--- src/rtl/cfs_pkg.sv ---
// Shared definitions for the colour frame sequencer.
//   - Filter encodings driven on S2/S3.
//   - FSM state encoding.
//   - Channel index to filter mapping (measurement order RED, BLUE, GREEN, CLEAR).
package cfs_pkg;

    localparam logic [1:0] FLT_RED   = 2'b00;
    localparam logic [1:0] FLT_BLUE  = 2'b01;
    localparam logic [1:0] FLT_GREEN = 2'b11;
    localparam logic [1:0] FLT_CLEAR = 2'b10;

    // Channel index of the last channel in a frame
    localparam logic [1:0] CH_CLEAR = 2'd3;

    typedef enum logic [1:0] {
        StIdle    = 2'd0,
        StSettle  = 2'd1,
        StMeasure = 2'd2,
        StPresent = 2'd3
    } cfs_state_e;

    function automatic logic [1:0] ch_to_filter(input logic [1:0] ch);
        logic [1:0] flt;
        case (ch)
            2'd0:    flt = FLT_RED;
            2'd1:    flt = FLT_BLUE;
            2'd2:    flt = FLT_GREEN;
            default: flt = FLT_CLEAR;
        endcase
        return flt;
    endfunction

endpackage

--- src/rtl/cfs_edge_counter.sv ---
// Synchroniser, rising-edge detector and gated saturating edge counter.
// Ports:
//   clk, rst     clock, synchronous active-high reset
//   sensor_freq  raw asynchronous sensor output
//   en           count detected edges this cycle
//   clr          clear the stored count at the end of this cycle
//   count        running count including an edge detected this cycle
//   sat          count is at its saturation value
module cfs_edge_counter #(
    parameter int unsigned CNT_W = 20
) (
    input  logic             clk,
    input  logic             rst,
    input  logic             sensor_freq,
    input  logic             en,
    input  logic             clr,
    output logic [CNT_W-1:0] count,
    output logic             sat
);

    localparam logic [CNT_W-1:0] CNT_MAX = '1;

    logic             sync1_q, sync2_q, prev_q;
    logic [CNT_W-1:0] cnt_q;
    logic             rise;

    always_ff @(posedge clk) begin
        if (rst) begin
            sync1_q <= 1'b0;
            sync2_q <= 1'b0;
            prev_q  <= 1'b0;
            cnt_q   <= '0;
        end else begin
            sync1_q <= sensor_freq;
            sync2_q <= sync1_q;
            prev_q  <= sync2_q;
            cnt_q   <= clr ? '0 : count;
        end
    end

    assign rise = sync2_q & ~prev_q;

    // Combinational so a window-closing latch sees an edge detected in its last cycle
    always_comb begin
        count = cnt_q;
        if (en && rise && (cnt_q != CNT_MAX)) begin
            count = cnt_q + 1'b1;
        end
    end

    assign sat = (count == CNT_MAX);

endmodule

--- src/rtl/color_frame_sequencer.sv ---
// Steps a TCS3200-style sensor through RED, BLUE, GREEN, CLEAR, counts sensor edges over a
// fixed gate window per channel and presents the four counts as one valid/ready frame.
// Optional feature: define CFS_SETTLE_EN to insert SETTLE_CYCLES dead cycles before each window.
// Ports:
//   clk, rst          clock, synchronous active-high reset
//   run               measure frames back-to-back; 0 = finish current frame then idle
//   sensor_freq       raw sensor output (asynchronous)
//   scale, filter     sensor S0/S1 and S2/S3
//   busy              not idle
//   frame_valid       frame presented, held until frame_ready
//   frame_ready       consumer accepts frame
//   red_cnt..clear_cnt, sat  presented frame counts and saturation flag
module color_frame_sequencer
    import cfs_pkg::*;
#(
    parameter int unsigned GATE_CYCLES   = 100000,
    parameter int unsigned CNT_W         = 20,
    parameter logic [1:0]  SCALE_SEL     = 2'b11,
    parameter int unsigned SETTLE_CYCLES = 1000
) (
    input  logic             clk,
    input  logic             rst,
    input  logic             run,
    input  logic             sensor_freq,
    output logic [1:0]       scale,
    output logic [1:0]       filter,
    output logic             busy,
    output logic             frame_valid,
    input  logic             frame_ready,
    output logic [CNT_W-1:0] red_cnt,
    output logic [CNT_W-1:0] blue_cnt,
    output logic [CNT_W-1:0] green_cnt,
    output logic [CNT_W-1:0] clear_cnt,
    output logic             sat
);

    localparam int unsigned TMAX = (GATE_CYCLES > SETTLE_CYCLES) ? GATE_CYCLES : SETTLE_CYCLES;
    localparam int unsigned TW   = $clog2(TMAX);
    localparam logic [TW-1:0] GATE_LAST = TW'(GATE_CYCLES - 1);

`ifdef CFS_SETTLE_EN
    localparam cfs_state_e    StWindow    = StSettle;
    localparam logic [TW-1:0] SETTLE_LAST = TW'(SETTLE_CYCLES - 1);
`else
    localparam cfs_state_e    StWindow    = StMeasure;
`endif

    cfs_state_e       state_q, state_d;
    logic [TW-1:0]    tmr_q, tmr_d;
    logic [1:0]       ch_q, ch_d;
    logic [CNT_W-1:0] red_sh_q, blue_sh_q, green_sh_q;
    logic [2:0]       sat_sh_q;
    logic [CNT_W-1:0] red_q, blue_q, green_q, clear_q;
    logic             sat_q, frame_valid_q;

    logic             cnt_en, cnt_clr, latch;
    logic [CNT_W-1:0] count;
    logic             cnt_sat;

    cfs_edge_counter #(
        .CNT_W (CNT_W)
    ) u_edge_counter (
        .clk         (clk),
        .rst         (rst),
        .sensor_freq (sensor_freq),
        .en          (cnt_en),
        .clr         (cnt_clr),
        .count       (count),
        .sat         (cnt_sat)
    );

    always_comb begin
        state_d = state_q;
        tmr_d   = tmr_q;
        ch_d    = ch_q;
        cnt_en  = 1'b0;
        cnt_clr = 1'b1;
        latch   = 1'b0;
        unique case (state_q)
            StIdle: begin
                if (run) begin
                    ch_d    = 2'd0;
                    tmr_d   = '0;
                    state_d = StWindow;
                end
            end
`ifdef CFS_SETTLE_EN
            StSettle: begin
                tmr_d = tmr_q + 1'b1;
                if (tmr_q == SETTLE_LAST) begin
                    tmr_d   = '0;
                    state_d = StMeasure;
                end
            end
`endif
            StMeasure: begin
                cnt_en  = 1'b1;
                cnt_clr = 1'b0;
                tmr_d   = tmr_q + 1'b1;
                if (tmr_q == GATE_LAST) begin
                    cnt_clr = 1'b1;
                    latch   = 1'b1;
                    tmr_d   = '0;
                    if (ch_q == CH_CLEAR) begin
                        ch_d    = 2'd0;
                        state_d = StPresent;
                    end else begin
                        ch_d    = ch_q + 1'b1;
                        state_d = StWindow;
                    end
                end
            end
            StPresent: begin
                if (frame_ready) begin
                    state_d = run ? StWindow : StIdle;
                end
            end
            default: state_d = StIdle;
        endcase
    end

    always_ff @(posedge clk) begin
        if (rst) begin
            state_q       <= StIdle;
            tmr_q         <= '0;
            ch_q          <= 2'd0;
            red_sh_q      <= '0;
            blue_sh_q     <= '0;
            green_sh_q    <= '0;
            sat_sh_q      <= '0;
            red_q         <= '0;
            blue_q        <= '0;
            green_q       <= '0;
            clear_q       <= '0;
            sat_q         <= 1'b0;
            frame_valid_q <= 1'b0;
        end else begin
            state_q <= state_d;
            tmr_q   <= tmr_d;
            ch_q    <= ch_d;
            if (latch) begin
                case (ch_q)
                    2'd0: begin
                        red_sh_q    <= count;
                        sat_sh_q[0] <= cnt_sat;
                    end
                    2'd1: begin
                        blue_sh_q   <= count;
                        sat_sh_q[1] <= cnt_sat;
                    end
                    2'd2: begin
                        green_sh_q  <= count;
                        sat_sh_q[2] <= cnt_sat;
                    end
                    default: begin
                        // CLEAR closes the frame: its count goes straight to the output so the
                        // whole frame is visible on the first PRESENT cycle.
                        red_q         <= red_sh_q;
                        blue_q        <= blue_sh_q;
                        green_q       <= green_sh_q;
                        clear_q       <= count;
                        sat_q         <= (|sat_sh_q) | cnt_sat;
                        frame_valid_q <= 1'b1;
                    end
                endcase
            end else if ((state_q == StPresent) && frame_ready) begin
                frame_valid_q <= 1'b0;
            end
        end
    end

    assign scale       = SCALE_SEL;
    assign filter      = ch_to_filter(ch_q);
    assign busy        = (state_q != StIdle);
    assign frame_valid = frame_valid_q;
    assign red_cnt     = red_q;
    assign blue_cnt    = blue_q;
    assign green_cnt   = green_q;
    assign clear_cnt   = clear_q;
    assign sat         = sat_q;

endmodule

--- config.mk ---
export PLATFORM = sky130hd
export DESIGN_NAME = color_frame_sequencer
export DESIGN_NICKNAME = d
export VERILOG_FILES = /design/src/rtl/cfs_pkg.sv /design/src/rtl/cfs_edge_counter.sv /design/src/rtl/color_frame_sequencer.sv
export SDC_FILE = /design/constraint.sdc
export NUM_CORES = 1
export LEC_CHECK = 0
export BUFFER_PORTS_ARGS = -buffer_cell sky130_fd_sc_hd__buf_2
export CORE_UTILIZATION = 63
export DETAILED_ROUTE_END_ITERATION = 7
export PLACE_DENSITY = 0.85
export SLEW_MARGIN = 20
export SYNTH_ARGS = -nofsm -noshare
export SYNTH_HDL_FRONTEND = slang
export SYNTH_HIERARCHICAL = 1
export SYNTH_SLANG_ARGS = --single-unit
--- constraint.sdc ---
create_clock -name clk -period 9.07 [get_ports clk]
set_input_delay 0.4535 -clock clk [delete_from_list [all_inputs] [get_ports clk]]
set_output_delay 0.4535 -clock clk [all_outputs]
set_load 0.02 [all_outputs]
==> results.ini <==
[placement]
placement.io_buffers=89
place_congestion=0.8543
detailedPlacementHpwl_mm=12.45
post-place-ws_ps=5340

[flow_run]
drv.max_cap_violation_count=0

[grt]
grtUsageTotal_pct=27.76
grt_max_degree=102
via_count_of_the_first_global_routing_pass=5587
grt_first_pass_wirelength_mm=28.12
grt_antenna_before_repair=0
globalRouteOverflowTotal=0

[detailed_routing]
postRouteAntennaNets=0
detail_route.drc_violations=0
viasPerCell=5.597
num_vias=5815
routed_wire_length_per_instance_um=17.15
detail_route.iter0.violations=312
drt_pre_antenna_iters=5
totalWireLength_mm=17.82

[logic_synthesis]
avgSynthCellArea_um2=10.30
synth-seq-area-share_pct=46.52
synthFlopType=sky130_fd_sc_hd__dfxtp_1
ys_types=63
synth.ff_latch_count=189
synth-warning-count=6
instance_count_of_the_mapped_netlist=790
postSynth.asyncResetShare_pct=0
syn-cell-area_mm2=0.008134
synth-edff-count=0

[sta]
worst_hold_slack_ps=258.1
final_max_slew_viol_count=0
final_min_period_over_clock_period_pct=41.33
worst_clock_skew_ps=11.68
grt_setup_unrepaired=false
worst_slew_pin_slew_ps=1085
layout_setup_ws_ps=5321
final_period_minus_worst_setup_slack_ps=3749
worst_case_headroom_to_the_max_slew_limit_pct=27.46
timing.final.hold_violations=0
finalSetupViolations=0
final.setup.tns_ps=0
max_freq_mhz=266.8

[outcome]
status=complete, no violations

[die]
ports=92
initial_utilization_pct=64.46
fp.dieH_um=115.6
die_width_um=115.6
fp.dieArea_mm2=0.01337
placementRows=41
core_region_area_mm2=0.01262

[layout]
most_frequent_standard_cell_in_the_layout_excluding_fill_and_tap_cells=sky130_fd_sc_hd__dfxtp_1
diodes=0
postLayoutCoreUtil_pct=72.32
top_library_cells_by_usage_in_the_layout_fill_and_taps_aside=189 x sky130_fd_sc_hd__dfxtp_1, 168 x sky130_fd_sc_hd__nand2b_1, 143 x sky130_fd_sc_hd__mux2i_1
drive_gt1_share_pct=16.49
growth_of_design_area_from_synthesis_to_finish_pct=12.20
post_layout_nets=868

[clock_network]
clock_pin_transition_on_the_worst_setup_and_hold_timing_paths_ps=60
htree_levels=4
clock_sink_count=189
cts_inserted_buffers=17
number_of_buffers_added_to_fix_hold_violations_after_cts=0
cts_resized=0
clock_tree_from_tritoncts=done
clockBufferDepth=2
clk_tree_root_cell=sky130_fd_sc_hd__clkbuf_16
worstSkewPairLatency_ps=420
cts_setup_buffers=0

[setup_path]
crit_path_start_kind=flip-flop
critPathRequiredTime_ps=9400
critPathKind=reg -> reg
crit_path_cell_trace=nand2b_1 -> inv_1 -> nand3b_4 -> or4_1 -> nor3_2 -> xnor2_1 -> or4_4 -> nor4_2 -> nor4_1 -> a211oi_1
crit_path_top_delay_cell=sky130_fd_sc_hd__or4_1
worstPathMaxFanout=15
endpoint_kind=flip-flop
cpPeakStageDelay_ps=710
arrival_ps=4080

[power_and_ir_drop]
total_leakage_power_nw=3.930
power.ir.vdd_worst_v=0.0001016
power_density_mw_per_mm2=173.5

[min_path]
hold_path.class=in -> reg

[critical path: cells and delay by family (launching register included)]
kind                   cells  cell delay, ps
AND/OR/NAND/NOR            7            2330
flip-flops                 1             500
buffers and inverters      1             450
AO/OA/AOI/OAI              1             230
XOR/XNOR                   1             130
[through the flow]
| stage | area, µm² | std cells | power [mW] |
|---|---|---|---|
| 6_report | 9126 | 1039 | 1.584 |
| 5_1_grt | 9126 | 1039 | 1.632 |
| 3_5_place_dp | 8572 | 1010 | 0.8883 |
| 4_1_cts | 9126 | 1039 | 1.591 |
| 3_3_place_gp | 8572 | 1010 | 0.8875 |
| 2_1_floorplan | 8138 | 791 | 0.8821 |
[sequential cells by signal, summed over array words and instances, names as in the netlist]
signal,count
blue_cnt,20
blue_sh_q,20
ch_q,2
clear_cnt,20
frame_valid,1
green_cnt,20
green_sh_q,20
red_cnt,20
red_sh_q,20
sat,1
sat_sh_q,3
state_q,2
tmr_q,17
u_edge_counter/cnt_q,20
u_edge_counter/prev_q,1
u_edge_counter/sync1_q,1
u_edge_counter/sync2_q,1
[cell families after synthesis]
| family | count (synthesis) | synth area share (%) |
|---|---|---|
| AOI/OAI and AO/OA | 49 | 3.984 |
| xor gates and xnor gates | 24 | 2.584 |
| adders and majority gates | 6 | 0.9229 |
| buffers and inverters | 62 | 4.030 |
| DFF | 189 | 46.52 |
| muxes | 145 | 17.87 |
| other | 1 | 0.04610 |
| and+or+nand+nor | 314 | 24.04 |
[Yosys cell counts, drive strengths merged (12+ instances only)]
cell type	number	area, µm²
buf	19	166.4
mux2i	143	1431
inv	15	56.30
nand2b	168	1051
a21oi	16	80.08
nand3	16	85.08
xnor2	15	131.4
dfxtp	189	3784
nand2	21	78.83
clkbuf	28	105.1
nand4	13	87.58
nor3	12	81.33
nor2	29	108.9
[final timing paths]
| path | end | slack (ps) | start | cells after the start |
|---|---|---|---|---|
| max | sat | 5320 | state_q[1] | 10 |
| min | u_edge_counter/sync1_q | 260 | sensor_freq | 2 |
| max reg2reg | sat | 5320 | state_q[1] | 10 |
| min reg2reg | u_edge_counter/sync2_q | 460 | u_edge_counter/sync1_q | 1 |
[where the power goes]
part           leakage, nW  internal (mW)  total [mW]  switching, mW
clock                0.269          0.416       0.714          0.297
combinational         2.14         0.0160      0.0364         0.0204
sequential            1.52          0.832       0.834        0.00221
total                 3.93           1.26        1.58          0.320
[cell type report]
class                           count  area [µm²]
Multi-Input combinational cell    540        4031
Clock buffer                       23       467.9
Timing Repair Buffer               94       485.5
Clock inverter                      6       86.33
Tap cell                          172       215.2
Inverter                           15       56.30
Fill cell                         967        3493
Sequential cell                   189        3784
[per-layer routing]
layer,global-route usage [%],part of all wire (%),up-vias
li1,-,-,2836
met1,35.95,46,2826
met2,46.31,49,125
met3,6.067,3.2,28
met4,8.889,2.1,0
met5,0,0,-
Power figures use the tool's default switching activity.
